## src/rtl/arb_pkg.sv

```systemverilog
// arb_pkg: shared state type, default parameters and popcount helper for the round-robin arbiter.
package arb_pkg;

    typedef enum logic {IDLE, GRANT} arb_state_t;

    localparam int DEF_NREQ         = 4;
    localparam int DEF_MAX_TENURE   = 8;
    localparam int DEF_CNT_W        = 16;
    localparam int DEF_STARVE_LIMIT = 64;

    function automatic int popcount(input logic [15:0] v);
        popcount = 0;
        for (int i = 0; i < 16; i++) popcount += int'(v[i]);
    endfunction

endpackage

```

## src/rtl/rr_pick.sv

```systemverilog
// rr_pick: combinational round-robin winner search starting just after i_last_id.
module rr_pick #(
    parameter int NREQ = 4,
    parameter int IW   = $clog2(NREQ)
) (
    input  logic [NREQ-1:0] i_req,
    input  logic [IW-1:0]   i_last_id,
    output logic [IW-1:0]   o_win,
    output logic            o_vld
);

    logic [IW-1:0] w_idx;

    // Walk the ring backwards so the nearest requester after i_last_id is written last.
    always_comb begin
        o_win = '0;
        o_vld = 1'b0;
        w_idx = '0;
        for (int k = NREQ; k >= 1; k--) begin
            w_idx = IW'((int'(i_last_id) + k) % NREQ);
            if (i_req[w_idx]) begin
                o_win = w_idx;
                o_vld = 1'b1;
            end
        end
    end

endmodule

```

## src/rtl/rr_req_gnt_arb.sv

```systemverilog
// rr_req_gnt_arb: round-robin REQ/GNT arbiter with bounded tenure and request/grant totals.
// Define ARB_STARVE_CHK_EN to build per-requester wait counters driving the sticky starve_err.
module rr_req_gnt_arb
    import arb_pkg::*;
#(
    parameter int NREQ         = DEF_NREQ,
    parameter int MAX_TENURE   = DEF_MAX_TENURE,
    parameter int CNT_W        = DEF_CNT_W,
    parameter int STARVE_LIMIT = DEF_STARVE_LIMIT
) (
    input  logic                     clk,
    input  logic                     reset,
    input  logic [NREQ-1:0]          req,
    output logic [NREQ-1:0]          gnt,
    output logic [$clog2(NREQ)-1:0]  gnt_id,
    output logic                     busy,
    output logic [CNT_W-1:0]         req_cnt,
    output logic [CNT_W-1:0]         gnt_cnt,
    output logic                     starve_err
);

    localparam int IW = $clog2(NREQ);
    localparam int TW = $clog2(MAX_TENURE + 1);

    arb_state_t      r_state, w_state_nx;
    logic [NREQ-1:0] r_gnt, r_req_q;
    logic [IW-1:0]   r_gnt_id, r_last_id, w_win;
    logic [TW-1:0]   r_tcnt;
    logic [CNT_W-1:0] r_req_cnt, r_gnt_cnt;
    logic            w_vld, w_grant, w_release;

    // Arbitration looks at last cycle's requests, giving the one-cycle request-to-grant pipeline.
    rr_pick #(.NREQ(NREQ), .IW(IW)) u_pick (
        .i_req     (r_req_q),
        .i_last_id (r_last_id),
        .o_win     (w_win),
        .o_vld     (w_vld)
    );

    always_comb begin
        w_grant    = 1'b0;
        w_release  = 1'b0;
        w_state_nx = r_state;
        if (r_state == IDLE) begin
            w_grant    = w_vld;
            w_state_nx = w_vld ? GRANT : IDLE;
        end else begin
            w_release  = !req[r_gnt_id] || r_tcnt == TW'(MAX_TENURE - 1);
            w_state_nx = w_release ? IDLE : GRANT;
        end
    end

    always_ff @(posedge clk) begin
        if (reset) begin
            r_state   <= IDLE;
            r_gnt     <= '0;
            r_gnt_id  <= '0;
            r_last_id <= IW'(NREQ - 1);
            r_tcnt    <= '0;
            r_req_q   <= '0;
            r_req_cnt <= '0;
            r_gnt_cnt <= '0;
        end else begin
            r_state   <= w_state_nx;
            r_req_q   <= req;
            r_req_cnt <= r_req_cnt + CNT_W'(popcount(16'(req & ~r_req_q)));
            if (w_grant) begin
                r_gnt     <= NREQ'(1) << w_win;
                r_gnt_id  <= w_win;
                r_last_id <= w_win;
                r_tcnt    <= '0;
                r_gnt_cnt <= r_gnt_cnt + CNT_W'(1);
            end else if (w_release) begin
                r_gnt <= '0;
            end else if (r_state == GRANT) begin
                r_tcnt <= r_tcnt + TW'(1);
            end
        end
    end

    assign gnt     = r_gnt;
    assign gnt_id  = r_gnt_id;
    assign busy    = |r_gnt;
    assign req_cnt = r_req_cnt;
    assign gnt_cnt = r_gnt_cnt;

`ifdef ARB_STARVE_CHK_EN
    localparam int SW = $clog2(STARVE_LIMIT + 1);
    logic [NREQ-1:0] w_full;
    logic            r_starve;
    for (genvar i = 0; i < NREQ; i++) begin : g_wait
        logic [SW-1:0] r_wait;
        assign w_full[i] = r_wait == SW'(STARVE_LIMIT);
        always_ff @(posedge clk) begin
            if (reset || !req[i] || r_gnt[i]) r_wait <= '0;
            else if (!w_full[i]) r_wait <= r_wait + SW'(1);
        end
    end
    always_ff @(posedge clk) r_starve <= !reset && (r_starve || |w_full);
    assign starve_err = r_starve;
`else
    assign starve_err = STARVE_LIMIT < 0;
`endif

endmodule

```

## config.mk

```make
export PLATFORM = sky130hd
export DESIGN_NAME = rr_req_gnt_arb
export DESIGN_NICKNAME = d
export VERILOG_FILES = /design/src/rtl/arb_pkg.sv /design/src/rtl/rr_pick.sv /design/src/rtl/rr_req_gnt_arb.sv
export SDC_FILE = /design/constraint.sdc
export NUM_CORES = 1
export LEC_CHECK = 0
export ABC_AREA = 1
export ABC_CLOCK_PERIOD_IN_PS = 7750
export CAP_MARGIN = 20
export CELL_PAD_IN_SITES_DETAIL_PLACEMENT = 0
export CELL_PAD_IN_SITES_GLOBAL_PLACEMENT = 1
export CORE_UTILIZATION = 40
export CTS_BUF_LIST = sky130_fd_sc_hd__clkbuf_16
export DETAILED_ROUTE_END_ITERATION = 8
export PLACE_DENSITY_LB_ADDON = 0.1
export SYNTH_ARGS = -nofsm -noshare
export SYNTH_HDL_FRONTEND = slang
export SYNTH_SLANG_ARGS = --single-unit
```

## constraint.sdc

```tcl
create_clock -name clk -period 7.75 [get_ports clk]
set_input_delay 1.55 -clock clk [delete_from_list [all_inputs] [get_ports clk]]
set_output_delay 1.55 -clock clk [all_outputs]
set_load 0.05 [all_outputs]
```

== Yosys cells after proc, flatten, opt, wreduce, memory -nomap -nowiden ==
Cells that the tools add are included.

* Add/subtract/negate cells: 22
* Multiply operators: 0
* Divide/modulo/power cells: 0
* Magnitude comparators: 5
* Equality and inequality tests: 1
* Shift operators: 1
* Mux-type cells: 25
* Bitwise logic cells: 3
* Reduce and logical (&&, ||, !) cells: 6

{| class="wikitable"
|+ Operator list
! operator !! number
|-
| $add 15x1->16 || 1
|-
| $add 16x1->16 const B || 1
|-
| $add 16x16->16 || 1
|-
| $and 4x16->16 || 1
|-
| $not 4->16 || 1
|-
| $add 14x1->15 || 1
|-
| $lt 2x3->1 const B || 5
|-
| $add 13x1->14 || 1
|-
| $mux 1 || 14
|-
| $add 12x1->13 || 1
|-
| $add 11x1->12 || 1
|-
| $add 10x1->11 || 1
|-
| $add 9x1->10 || 1
|-
| $bmux 1 s2 || 5
|-
| $add 8x1->9 || 1
|-
| $add 7x1->8 || 1
|-
| $mux 2 || 4
|-
| $mux 4 || 2
|-
| $add 6x1->7 || 1
|-
| $add 5x1->6 || 1
|-
| $add 4x1->5 || 1
|-
| $add 2x1->2 const B || 2
|-
| $add 2x2->2 const B || 2
|-
| $add 3x1->4 || 1
|-
| other kinds (12) || 12
|}

* Flip-flop bits (word level): 49
* Bits in latches: 0
* RAM bits: 0
* ROM bits: 0
* Input port bits: 6
* Output and inout bits: 40
* Logic and storage cells: 71
* Memories kept: 0

== Depth between registers and ports, before layout ==
* Word-level depth: 18
* Gate-level depth with buffers: 14
* Mapped depth without buffers: 14

== Cells and area by module ==
Synthesis repeated with hierarchy kept, for this count alone.

* Cells, all modules: 375
* Area, all modules: 2,573.7 um2

{| class="wikitable"
|+ Modules (own cells, without submodules)
! module !! instances !! cells an instance !! area each (um2) !! seq. area each (um2)
|-
| rr_req_gnt_arb || 1 || 326 || 2,347.3 || 980.9
|-
| rr_pick || 1 || 49 || 226.5 || 0.0
|}

== Least setup slack after synthesis ==
Ideal clock, no wire load.

* Path type: in2reg
* From: input port req[0]
* To: register r_req_cnt[10], in the netlist req_cnt[10]
* Library setup time: 0.120 ns
* Data arrival time: 3.670 ns
* Data required time: 7.630 ns
* Path slack: 3.960 ns
* Cell stages on the path: 13
* Path buffers: 0
* Cell sequence: nand2_1 -> fa_1 -> fa_1 -> inv_1 -> fa_1 -> nand3_1 -> nor2_1 -> nand2_1 -> nor2_1 -> and3_1 -> nand2_1 -> o21ai_0 -> a21oi_1

* Longest elaborated chain between the ends: 17

{| class="wikitable"
|+ Ends and longest elaborated chain
! what !! line !! text
|-
| start, declared || rr_req_gnt_arb.sv:13 || <nowiki>input logic [NREQ-1:0] req,</nowiki>
|-
| $and 4x16->16 || rr_req_gnt_arb.sv:66 || <nowiki>r_req_cnt <= r_req_cnt + CNT_W'(popcount(16'(req & ~r_req_q)));</nowiki>
|-
| $add 1x1->2 || arb_pkg.sv:13 || <nowiki>for (int i = 0; i < 16; i++) popcount += int'(v[i]);</nowiki>
|-
| $add 2x1->3 || arb_pkg.sv:13 ||
|-
| $add 3x1->4 || arb_pkg.sv:13 ||
|-
| $add 4x1->5 || arb_pkg.sv:13 ||
|-
| $add 5x1->6 || arb_pkg.sv:13 ||
|-
| $add 6x1->7 || arb_pkg.sv:13 ||
|-
| $add 7x1->8 || arb_pkg.sv:13 ||
|-
| $add 8x1->9 || arb_pkg.sv:13 ||
|-
| $add 9x1->10 || arb_pkg.sv:13 ||
|-
| $add 10x1->11 || arb_pkg.sv:13 ||
|-
| $add 11x1->12 || arb_pkg.sv:13 ||
|-
| $add 12x1->13 || arb_pkg.sv:13 ||
|-
| $add 13x1->14 || arb_pkg.sv:13 ||
|-
| $add 14x1->15 || arb_pkg.sv:13 ||
|-
| $add 15x1->16 || arb_pkg.sv:13 ||
|-
| $add 16x16->16 || rr_req_gnt_arb.sv:66 ||
|-
| end signal, assigned || rr_req_gnt_arb.sv:66 ||
|-
| end, declared || rr_req_gnt_arb.sv:29 || <nowiki>logic [CNT_W-1:0] r_req_cnt, r_gnt_cnt;</nowiki>
|}

Every way passes these cells.
A chain may end at the register's enable or synchronous reset.

== Final worst setup path ==
* From: input port req[2]
* To: register r_req_cnt[10], in the netlist req_cnt[10]

* Longest elaborated chain between the ends: 16

{| class="wikitable"
|+ Ends and longest elaborated chain
! what !! line
|-
| $and 4x16->16 || rr_req_gnt_arb.sv:66
|-
| $add 2x1->3 || arb_pkg.sv:13
|-
| $add 3x1->4 || arb_pkg.sv:13
|-
| $add 4x1->5 || arb_pkg.sv:13
|-
| $add 5x1->6 || arb_pkg.sv:13
|-
| $add 6x1->7 || arb_pkg.sv:13
|-
| $add 7x1->8 || arb_pkg.sv:13
|-
| $add 8x1->9 || arb_pkg.sv:13
|-
| $add 9x1->10 || arb_pkg.sv:13
|-
| $add 10x1->11 || arb_pkg.sv:13
|-
| $add 11x1->12 || arb_pkg.sv:13
|-
| $add 12x1->13 || arb_pkg.sv:13
|-
| $add 13x1->14 || arb_pkg.sv:13
|-
| $add 14x1->15 || arb_pkg.sv:13
|-
| $add 15x1->16 || arb_pkg.sv:13
|-
| $add 16x16->16 || rr_req_gnt_arb.sv:66
|}

Every way passes these cells.

==> impl_metrics.env <==
export IMPL_cts_htree_levels=2
export IMPL_yosys_most_used_dff="dfxtp_1"
export IMPL_n_antenna_cell=0
export IMPL_multiInputGateArea_mm2=0.00132
export IMPL_p_int_mw=0.530
export IMPL_clk_pin_slew_ns=0.07
export IMPL_switchingPower_mw=0.432
export IMPL_fillerInstances=624
export IMPL_critPathLaunchType="input pin"
export IMPL_grt_use_total=0.195
export IMPL_cp_arrival_ns=4.28
export IMPL_grt_pass1_vias=2188
export IMPL_grt_ovfl_total=0
export IMPL_setup_tns_ns=0
export IMPL_critical_path_slowest_cell="clkdlybuf4s50_1"
export IMPL_critical_path_class="input pin to flip-flop"
export IMPL_yosys_warnings=0
export IMPL_rows=28
export IMPL_hold_depth=2
export IMPL_seq_area_um2=981
export IMPL_met1Wirelength_um=2980
export IMPL_synth_top_family_by_area="simple AND/OR/NAND/NOR gates"
export IMPL_cap_violations=0
export IMPL_postLayoutCoreUtil=0.524
export IMPL_grt_max_degree=33
export IMPL_coreArea_mm2=0.00603
export IMPL_ctsResizeCount=0
export IMPL_max_freq_mhz=244
export IMPL_cts_hold_buf=0
export IMPL_rsz0062_at_grt="false"
export IMPL_wl_per_cell_um=12.1
export IMPL_synthXorXnorAreaFrac=0.0551
export IMPL_min_period_over_period=0.529
export IMPL_cp_num_cells=14
export IMPL_avgViaCountPerCell=4.88
export IMPL_port_buffer_count=44
export IMPL_drc=0
export IMPL_final_hold_viol_count=0
export IMPL_die_h_um=81.7
export IMPL_final_cell_mix="nand2_1 (97), dfxtp_1 (49), inv_1 (44), clkdlybuf4s50_1 (44), a21oi_1 (35)"
export IMPL_cp_cell_sequence="clkdlybuf4s50_1, nand2_1, fa_1, fa_1, inv_1, fa_1, nand3_1, nor2_1, nand2_1, nor2_1, and3_1, nand2_1, o21ai_0, a21oi_1"
export IMPL_ant_nets=0
export IMPL_design_area_mm2=0.00316
export IMPL_worstMarginPinSlew_ns=0.515
export IMPL_final_common_cell="nand2_1"
export IMPL_clk_latency_ns=0.29
export IMPL_clkPwrFrac=0.217
export IMPL_synth_edf_count=0
export IMPL_slew_headroom=0.656
export IMPL_synth_compound_area_frac=0.110
export IMPL_status="completed"
export IMPL_syn2layout_area_growth_pct=24.1
export IMPL_routed_wl_um=5840
export IMPL_power_mw=0.963
export IMPL_post_cts_buffers=0
export IMPL_ff2ff_path_depth=14
export IMPL_dieWidth_um=81.7
export IMPL_async_flop_share=0
export IMPL_ys_seq_area_frac=0.386
export IMPL_met3_length_um=243
export IMPL_cts_sinks=49
export IMPL_synthSimpleGateAreaFrac=0.315
export IMPL_antenna_found_initial=0
export IMPL_cts_root_buf="clkbuf_16"
export IMPL_drt_first_pass_iters=4
export IMPL_synth_adder_area_share=0.0384
export IMPL_path_delay_family="adder cells"
export IMPL_ys_types=33
export IMPL_endpoint_kind="flip-flop"
export IMPL_syn_inst=363
export IMPL_path_buf_inv=2
export IMPL_top_layer="met4"
export IMPL_hold_class="flip-flop to flip-flop"
export IMPL_initial_core_util=0.422
export IMPL_drt_iter0_markers=99
export IMPL_setup_viol=0
export IMPL_route_met2_wl_um=2510
export IMPL_cts_tree="built"
export IMPL_p_per_area_mw_per_mm2=305
export IMPL_gp_congestion=0.789
export IMPL_syn_area_per_cell_um2=7.01
export IMPL_die_area_mm2=0.00668
export IMPL_finClkSkew_ns=0.00392
export IMPL_vias=2352
export IMPL_final_nets=418
export IMPL_layout_drive_gt1_share=0.0565
export IMPL_grt_pass1_wl_um=10100
export IMPL_syn_nets=375
export IMPL_hpwl_um=4190
export IMPL_peakVddDrop_uv=238
export IMPL_syn_area_mm2=0.00254
export IMPL_swShare=0.449
export IMPL_pin_count=46
export IMPL_period_needed_ns=4.10
export IMPL_place_area_mm2=0.00302
export IMPL_p_seq_frac=0.337
export IMPL_yosys_mux_area_fraction=0
export IMPL_worstPathRequired_ns=7.93
export IMPL_clk_path_buf_depth=2
export IMPL_cts_buffers=5
export IMPL_combPwrFrac=0.446
export IMPL_crit_fanout=4
export IMPL_ys_seq_elements=49
export IMPL_drv_slew=0
export IMPL_p_leak_nw=1.24
export IMPL_slowest_delay_ns=0.51
## layout make-up
class	instances	share of cell area
clock inverter	3	0.00436
sequential	49	0.311
inverter	46	0.0547
clock buffer	5	0.0396
multi-input combinational	259	0.419
timing repair buffer	45	0.142
tap	75	0.0297
## cell usage after synthesis, types with 2 or more instances
cell,instances,share of area
nand4_1,6,0.015
inv_2,3,0.0044
buf_6,4,0.018
inv_1,43,0.063
ha_1,3,0.015
dfxtp_1,49,0.39
o21ai_0,12,0.024
nor3_1,7,0.014
nand2_4,2,0.0089
nor2_1,34,0.050
nand3_1,23,0.045
clkbuf_1,3,0.0044
nand2_2,3,0.0074
or2_2,2,0.0049
nor4_1,4,0.0098
xnor2_1,3,0.010
nand2_1,97,0.14
o211ai_1,2,0.0059
a21oi_1,35,0.069
xor2_1,13,0.045
fa_1,3,0.024
## per-layer routing
metal | vias to the layer above | global-route usage
li1 | 1241 | -
met1 | 1057 | 0.267
met2 | 46 | 0.299
met3 | 8 | 0.0400
met4 | 0 | 0.0737
met5 | - | 0
## state kept, by name, indices dropped and copies added, names as in the netlist
| register | count |
|---|---|
| r_tcnt | 4 |
| req_cnt | 16 |
| gnt_id | 2 |
| gnt | 4 |
| r_last_id | 2 |
| gnt_cnt | 16 |
| r_state | 1 |
| r_req_q | 4 |
## cell families (layout without fill, tap and decap cells)
logic type	count (synthesis)	in the layout
flip-flops	49	49
adder cells (fa/ha/maj)	6	6
AND/OR/NAND/NOR	183	183
other	1	1
XOR/XNOR	16	16
buffers and inverters	55	99
AO/OA/AOI/OAI	53	53
## worst paths after layout
check                                      startpoint                endpoint  slack, ns
worst max register to register  r_req_q[0]$_SDFF_PP0_  req_cnt[10]$_SDFF_PP0_       5.05
worst min-delay path              gnt[0]$_SDFFE_PP0P_     gnt[0]$_SDFFE_PP0P_       0.48
worst min register to register    gnt[0]$_SDFFE_PP0P_     gnt[0]$_SDFFE_PP0P_       0.48
worst max-delay path                           req[2]  req_cnt[10]$_SDFF_PP0_       3.65
## worst min-delay path, stage by stage, from the launching register on
cell     delay, ns
dfxtp_1       0.32
nand2_1       0.06
a21oi_1       0.06
## metrics by stage
stage | cells | worst slack [ns] | hold WS [ns]
final | 482 | 3.65 | 0.481
after global routing | 482 | 3.45 | 0.516
after CTS | 482 | 3.65 | 0.481
after detailed placement | 474 | 3.35 | 0.471
after global placement | 474 | 3.38 | 0.468
after floorplan | 363 | 3.96 | 0.455
## power groups by stage
| stage | clock network [mW] | registers (mW) | logic (mW) |
|---|---|---|---|
| after floorplan | 0 | 0.398 | 0.285 |
| after global placement | 0 | 0.329 | 0.433 |
| after detailed placement | 0 | 0.330 | 0.434 |
| after CTS | 0.214 | 0.324 | 0.434 |
| after global routing | 0.225 | 0.330 | 0.480 |
| final | 0.209 | 0.324 | 0.429 |
No activity file was read; power rests on OpenSTA's default activity.
